[src/rtl/ro_channel_scanner_pkg.sv]
// Shared types and sizing helpers for the ring-oscillator channel scanner.
package ro_channel_scanner_pkg;

  localparam int NCH   = 4;
  localparam int SEL_W = 2;

  typedef enum logic [1:0] {
    IDLE   = 2'd0,
    SETTLE = 2'd1,
    GATE   = 2'd2,
    STORE  = 2'd3
  } state_t;

  // Timer holds at most max(gate, settle)-1.
  function automatic int timer_width(input int gate, input int settle);
    int m;
    m = (gate > settle) ? gate : settle;
    return (m <= 2) ? 1 : $clog2(m);
  endfunction

endpackage

[src/rtl/ro_edge_sync.sv]
// Two-flop synchronizer for an asynchronous oscillator tap plus rising-edge detect.
module ro_edge_sync (
  input  logic clk,
  input  logic rst_n,
  input  logic async_in,
  output logic edge_out
);

  logic meta;
  logic sync;
  logic prev;

  always_ff @(posedge clk or negedge rst_n) begin
    if (!rst_n) begin
      meta <= 1'b0;
      sync <= 1'b0;
      prev <= 1'b0;
    end else begin
      meta <= async_in;
      sync <= meta;
      prev <= sync;
    end
  end

  assign edge_out = sync & ~prev;

endmodule

[src/rtl/ro_channel_scanner.sv]
// Steps the oscillator mux through four channels, counts edges over a gate
// window, and files each count into a per-channel result with a polled read port.
module ro_channel_scanner
  import ro_channel_scanner_pkg::*;
#(
  parameter int CNT_W         = 16,
  parameter int GATE_CYCLES   = 1024,
  parameter int SETTLE_CYCLES = 8
) (
  input  logic             clk,
  input  logic             rst_n,
  input  logic             en,
  input  logic             ro_in,
  output logic [SEL_W-1:0] sel,
  output logic             busy,
  input  logic [SEL_W-1:0] rd_ch,
  output logic [CNT_W-1:0] rd_data,
  input  logic             rd_ack,
  output logic [NCH-1:0]   done,
  output logic [NCH-1:0]   ovf
);

  localparam int            TW          = timer_width(GATE_CYCLES, SETTLE_CYCLES);
  localparam logic [TW-1:0] GATE_LOAD   = TW'(GATE_CYCLES - 1);
  localparam logic [TW-1:0] SETTLE_LOAD = TW'(SETTLE_CYCLES - 1);

  logic             edge_det;
  state_t           state;
  logic [TW-1:0]    timer;
  logic [CNT_W-1:0] counter;
  logic             sat;
  logic [CNT_W-1:0] result [NCH];

  ro_edge_sync u_edge_sync (
    .clk      (clk),
    .rst_n    (rst_n),
    .async_in (ro_in),
    .edge_out (edge_det)
  );

  always_ff @(posedge clk or negedge rst_n) begin
    if (!rst_n) begin
      state   <= IDLE;
      sel     <= '0;
      busy    <= 1'b0;
      timer   <= '0;
      counter <= '0;
      sat     <= 1'b0;
    end else begin
      case (state)
        IDLE: begin
          if (en) begin
            state <= SETTLE;
            busy  <= 1'b1;
            timer <= SETTLE_LOAD;
          end
        end
        SETTLE: begin
          counter <= '0;
          sat     <= 1'b0;
          if (!en) begin
            state <= IDLE;
            busy  <= 1'b0;
          end else if (timer == '0) begin
            state <= GATE;
            timer <= GATE_LOAD;
          end else begin
            timer <= timer - 1'b1;
          end
        end
        GATE: begin
          if (!en) begin
            state <= IDLE;
            busy  <= 1'b0;
          end else begin
            // The edge on the final gate cycle still counts.
            if (edge_det) begin
              if (&counter) sat <= 1'b1;
              else          counter <= counter + 1'b1;
            end
            if (timer == '0) state <= STORE;
            else             timer <= timer - 1'b1;
          end
        end
        STORE: begin
          sel <= sel + 1'b1;
          if (en) begin
            state <= SETTLE;
            timer <= SETTLE_LOAD;
          end else begin
            state <= IDLE;
            busy  <= 1'b0;
          end
        end
        default: begin
          state <= IDLE;
          busy  <= 1'b0;
        end
      endcase
    end
  end

  // Per-channel result slot; a store in the same cycle as rd_ack wins.
  for (genvar gi = 0; gi < NCH; gi++) begin : g_ch
    logic             store_hit;
    logic             clr_hit;
    logic [CNT_W-1:0] slot;
    logic             done_bit;
    logic             ovf_bit;

    assign store_hit = (state == STORE) && (sel == SEL_W'(gi));
    assign clr_hit   = rd_ack && (rd_ch == SEL_W'(gi));

    always_ff @(posedge clk or negedge rst_n) begin
      if (!rst_n) begin
        slot     <= '0;
        done_bit <= 1'b0;
        ovf_bit  <= 1'b0;
      end else if (store_hit) begin
        slot     <= counter;
        done_bit <= 1'b1;
        ovf_bit  <= sat;
      end else if (clr_hit) begin
        done_bit <= 1'b0;
        ovf_bit  <= 1'b0;
      end
    end

    assign result[gi] = slot;
    assign done[gi]   = done_bit;
    assign ovf[gi]    = ovf_bit;
  end

  always_ff @(posedge clk or negedge rst_n) begin
    if (!rst_n) rd_data <= '0;
    else        rd_data <= result[rd_ch];
  end

endmodule

[config.mk]
export PLATFORM = sky130hd
export DESIGN_NAME = ro_channel_scanner
export DESIGN_NICKNAME = d
export VERILOG_FILES = /design/src/rtl/ro_channel_scanner_pkg.sv /design/src/rtl/ro_edge_sync.sv /design/src/rtl/ro_channel_scanner.sv
export SDC_FILE = /design/constraint.sdc
export NUM_CORES = 1
export LEC_CHECK = 0
export ABC_CLOCK_PERIOD_IN_PS = 3800
export BUFFER_PORTS_ARGS = -buffer_cell sky130_fd_sc_hd__clkbuf_2
export CORE_ASPECT_RATIO = 2
export CORE_MARGIN = 5
export CORE_UTILIZATION = 45
export DETAILED_ROUTE_END_ITERATION = 10
export PLACE_DENSITY_LB_ADDON = 0.08
export SYNTH_ARGS = -nofsm -noshare
export SYNTH_HDL_FRONTEND = slang
export SYNTH_SLANG_ARGS = --single-unit
[constraint.sdc]
create_clock -name clk -period 3.8 [get_ports clk]
set_clock_uncertainty 0.1 [all_clocks]
set_input_delay 0.38 -clock clk [delete_from_list [all_inputs] [get_ports clk]]
set_output_delay 0.38 -clock clk [all_outputs]
set_load 0.02 [all_outputs]
Yosys cells after proc, flatten, opt, wreduce, memory -nomap -nowiden
Cells that the tools add are included.

Bits in registers: 123. Input port bits: 7. Output and inout bits: 27. Word-level logic and storage cells: 113.

Add/sub/neg operators: 3. $lt $le $gt $ge: 1. Equal/unequal tests: 20. Muxes and demuxes: 39. Bitwise gates (word level): 3. Reductions and logical operators: 25.

Operators with widths (count): 2-to-1 mux 16 bit (5); 2-to-1 mux 10 bit (5); binary-select mux 16 bit (select 2 bit) (1); one-hot mux 16 bit (2 select lines) (1); one-hot mux 10 bit (3 select lines) (1); 2-to-1 mux 1 bit (18); adder 16 x 1 -> 16 bit (second input constant) (1); != test 2 bit (second input constant) (8); AND reduction 16 bit (1); == test 2 bit (second input constant) (6); AND reduction 4 bit (3); zero test 10 bit (1); 2-to-1 mux 2 bit (5); nonzero test 2 bit (5); subtractor 10 x 1 -> 10 bit (second input constant) (1); logical AND 1 bit (8); one-hot mux 2 bit (4 select lines) (1); == test 2 x 1 -> 1 bit (second input constant) (3); zero test 2 bit (3); != test 3 bit (second input constant) (2); one-hot mux 1 bit (2 select lines) (2); greater-or-equal comparator 3 bit (second input constant) (1); inverter 2 -> 3 bit (1); AND reduction 3 bit (1); other kinds (7) (7).

Depth between registers and ports, before layout
Word-level depth: 5. Depth in mapped cells: 8. Gate-level depth less buffers: 6.

Modules after synthesis
A second synthesis with hierarchy kept.

Cell total of the unflattened synthesis: 470. Area, all modules: 5793.1 um2.

Modules (own cells, without submodules): ro_channel_scanner (times used 1, cells an instance 466, area an instance 5704.2 um2, seq. area each 3002.9 um2); ro_edge_sync (times used 1, cells an instance 4, area an instance 88.8 um2, seq. area each 75.1 um2).

Worst setup path before layout
OpenSTA, ideal clock, no wires.

Path type: reg-to-reg. From: register state[0]. To: register timer[1]. Library setup time: 125 ps. Data arrival time: 1853 ps. Required time: 3575 ps. Setup slack: 1723 ps. Stages on the path, launching flop included: 8. Buffers on the path: 1. Clock period less this slack: 2077 ps. Path through: dfrtp_1 -> inv_1 -> ha_1 -> clkbuf_1 -> nor2_1 -> and2_1 -> o21ai_2 -> mux2_2.

Word-level cells in the longest chain between the ends: 4. Elaborated cells between the ends (all ways): 11. Classes of those cells: eq/ne: 7; mux: 1; reduce/logical: 3.

Ends and longest elaborated chain: start, declared (RTL line ro_channel_scanner.sv:28) `state_t state;`; start signal, assigned (RTL line ro_channel_scanner.sv:43) `state <= IDLE;`; start signal, assigned (RTL line ro_channel_scanner.sv:53) `state <= SETTLE;`; start signal, assigned (RTL line ro_channel_scanner.sv:62) `state <= IDLE;`; == test 2 bit / zero test 2 bit (equally long branches) (RTL line ro_channel_scanner.sv:50) `case (state)`; OR reduction 2 bit (no line); != test 2 x 1 -> 1 bit (no line); AND reduction 4 bit (no line); end signal, assigned (RTL line ro_channel_scanner.sv:68) `timer <= timer - 1'b1;`; end signal, assigned (RTL line ro_channel_scanner.sv:82) `else timer <= timer - 1'b1;`; end, declared (RTL line ro_channel_scanner.sv:29) `logic [TW-1:0] timer;`.

Several ways; a longest one is shown, not always the timed one. A chain may end at the register's enable or synchronous reset.

Worst setup path in the final report
From: register state[1]. To: register counter[11].

Word-level cells in the longest chain between the ends: 3. Elaborated cells between the ends (all ways): 8. Classes of those cells: eq/ne: 5; mux: 1; reduce/logical: 2.

Ends and longest elaborated chain: == test 2 bit / == test 2 x 1 -> 1 bit (equally long branches) (RTL line ro_channel_scanner.sv:50); != test 2 bit (no line) / nonzero test 2 bit (equally long branches); AND reduction 4 bit (no line); end signal, assigned (RTL line ro_channel_scanner.sv:79) `else counter <= counter + 1'b1;`; end, declared (RTL line ro_channel_scanner.sv:30) `logic [CNT_W-1:0] counter;`.

Several ways; a longest one is shown, not always the timed one.

==> results.toml <==
[routing]
drtIter0Drc = 138
vias_per_cell = 5.69
antenna_left = 0
vias = 3607
route.detailed.drc = 0
avgRoutedWirePerCell_um = 18.5
dr.pass1.iters = 4
drt-total-wl_um = 11700

[placed_design]
hpwl_um = 7980
gp_congestion = 0.839
io_buffer_count = 33

[synth]
synth.distinct_cells = 55
synth_common_cells = "123 x dfrtp_1, 58 x mux2_2, 41 x nand2_1"
synth_nets = 468
ys_async_sr_fraction = 1.00
synth.avg_cell_area_um2 = 12.6
ys.flop_type = "dfrtp_1"
synth_seq_area_share = 0.544
synth-edff-count = 0
synthTopCellsByArea = "dfrtp_1 54%, mux2_2 12%, mux4_2 6.4%"
yosysWarnings = 0
synthCells = 449
syn_area_um2 = 5660
ys_ff_latch = 123
synth_most_common_cell = "dfrtp_1"
synth.top_cell.area_share = 0.544
synth_area_leader_cell = "dfrtp_1"

[power]
p_switching_mw = 1.18
power_density_nw_per_um2 = 594
p_int_mw = 2.65
p_leak_nw = 3.11
finalPower_mw = 3.82
ir_drop_mv = 0.377
clockPowerShare = 0.391
p_sw_frac = 0.308
combPwrFrac = 0.211
p_seq_frac = 0.397

[setup_path]
crit_start = "state[1]"
cp-start-kind = "flip-flop"
critPathCaptureType = "flip-flop"
critPathArrivalTime_ns = 2.73
crit_end = "counter[11]"
r2r-end = "counter[11]"
crit_path_max_fanout = 11
r2r_slack_ns = 1.29
critical_path_required_ns = 4.02
reg2reg_depth = 7
r2r-start = "state[1]"
worstSetupPathType = "flip-flop to flip-flop"

[clocking]
ctsResizeCount = 0
cts_sinks = 123
cts.clk_slew.worst_paths_ns = 0.06
cts_htree_levels = 4
cts_setup_buffers = 0
ctsLongestPathBuffers = 2
root_buffer = "clkbuf_16"
cts_buffers = 17
clk_latency_ns = 0.41
tritoncts = "yes"

[cells_and_area]
syn_to_final_growth_pct = 13.8
drive_gt1_frac = 0.312
diodes = 0
final_nets = 492

[timing]
finalSetupTns_ns = 0
tightest_slew_ns = 1.02
setup_viol = 0
final_hold_viol_count = 0
slew_headroom = 0.319
period_minus_slack_ns = 2.51
max_freq_mhz = 399
fin_crit_sh = 0.660
rsz0062_at_grt = "no"
slew_viol_final = 0

[global_route]
antenna_found_initial = 0
grt_pass1_wl_um = 20100
grt.total_usage = 0.175
grt_overflow = 0
grt_pass1_vias = 3903
grt_start_max_net_pins = 82

[floorplan]
die_area_um2 = 15100
die-width_um = 89.3
io_pins = 34
initial_core_util = 0.453
die_h_um = 169
rows = 58
core_um2 = 12500

[hold_path]
hp-class = "input port to async pin"

[flow_run]
timing.max_cap.violations = 0

[run_status]
status = "completed"
-- metal layers --
| layer | global-route usage | vias up | share of wire |
|---|---|---|---|
| met5 | 0 | - | 0 |
| met4 | 0.0616 | 0 | 0.021 |
| met3 | 0.0463 | 18 | 0.028 |
| met2 | 0.307 | 54 | 0.55 |
| met1 | 0.200 | 1850 | 0.40 |
| li1 | - | 1685 | - |
-- cell usage in the layout, fill, tap and decap left out, types with 5 or more instances in the layout --
cell and n:
a21oi_1 12, dfrtp_1 123, clkbuf_16 17, clkbuf_2 32, mux2_2 58, ha_1 12, nor3_1 5, a31oi_1 9
mux4_2 16, o31ai_1 7, a21o_1 6, o21ai_0 18, mux2i_1 7, nand2_1 41, inv_1 11, or4_1 6
nor2_1 8, nand3_1 17, nand2b_1 8
-- power groups by stage --
stage	Clock (mW)	Sequential, mW	Combinational [mW]
floorplan	0	1.53	0.606
global placement	0	1.53	0.793
detailed placement	0	1.54	0.809
CTS	1.53	1.52	0.815
global route	1.59	1.54	0.914
finish	1.50	1.52	0.808
-- how the worst min path moves through the flow --
stage,start,end,slack [ns],cells after the start
5_1_grt,rst_n,g_ch[0].done_bit,0.12,1
3_3_place_gp,u_edge_sync.meta,u_edge_sync.sync,0.23,0
6_report,rst_n,g_ch[2].done_bit,0.04,1
2_1_floorplan,rst_n,busy,-0.02,0
3_5_place_dp,u_edge_sync.meta,u_edge_sync.sync,0.24,0
4_1_cts,rst_n,rd_data[10],0.08,1
-- cell families (layout without fill, tap and decap cells) --
group | after synthesis | after routing | synth area share
compound gates | 72 | 72 | 0.0838
xor+xnor | 1 | 1 | 0.00155
fa+ha+maj | 12 | 12 | 0.0265
buf+inv | 43 | 78 | 0.0354
flops | 123 | 123 | 0.544
mux | 81 | 81 | 0.192
simple gates | 117 | 117 | 0.117
-- sequential cells by signal, summed over array words and instances (netlist names) --
register / cells
rd_data: 16
g_ch.slot: 64
sel: 2
u_edge_sync.sync: 1
u_edge_sync.meta: 1
g_ch.ovf_bit: 4
timer: 10
sat: 1
u_edge_sync.prev: 1
g_ch.done_bit: 4
busy: 1
counter: 16
state: 2
-- worst max-delay path, stage by stage (launching register included) --
cell	delay, ns
dfrtp_1	0.43
inv_1	0.14
ha_1	0.33
nor2b_1	0.17
buf_4	0.18
o2111ai_1	0.32
or4_1	0.59
a21oi_1	0.16
-- layout make-up --
class,instances,area (um^2)
fill,1104,6040
sequential,123,3080
multi-input combinational,283,2380
clock buffer,19,453
timing repair buffer,37,200
tap,150,188
clock inverter,11,97.6
inverter,11,41.3
-- through the flow --
step	util	instance area [um^2]	worst slack, ns	cells	hold slack [ns]
after floorplan	-	5660	1.72	449	-0.0156
after global placement	0.471	5880	1.38	603	0.234
after detailed placement	0.471	5880	1.31	603	0.236
after CTS	0.516	6440	1.29	634	0.0832
after global routing	0.516	6440	1.08	634	0.123
final	0.516	6440	1.29	634	0.0371
-- timing repair --
action                     in CTS  in global routing
hold endpoints to repair        1                  0
setup endpoints to repair       0                  0
hold buffers                    1                  0
(Power assumes the default switching activity.)
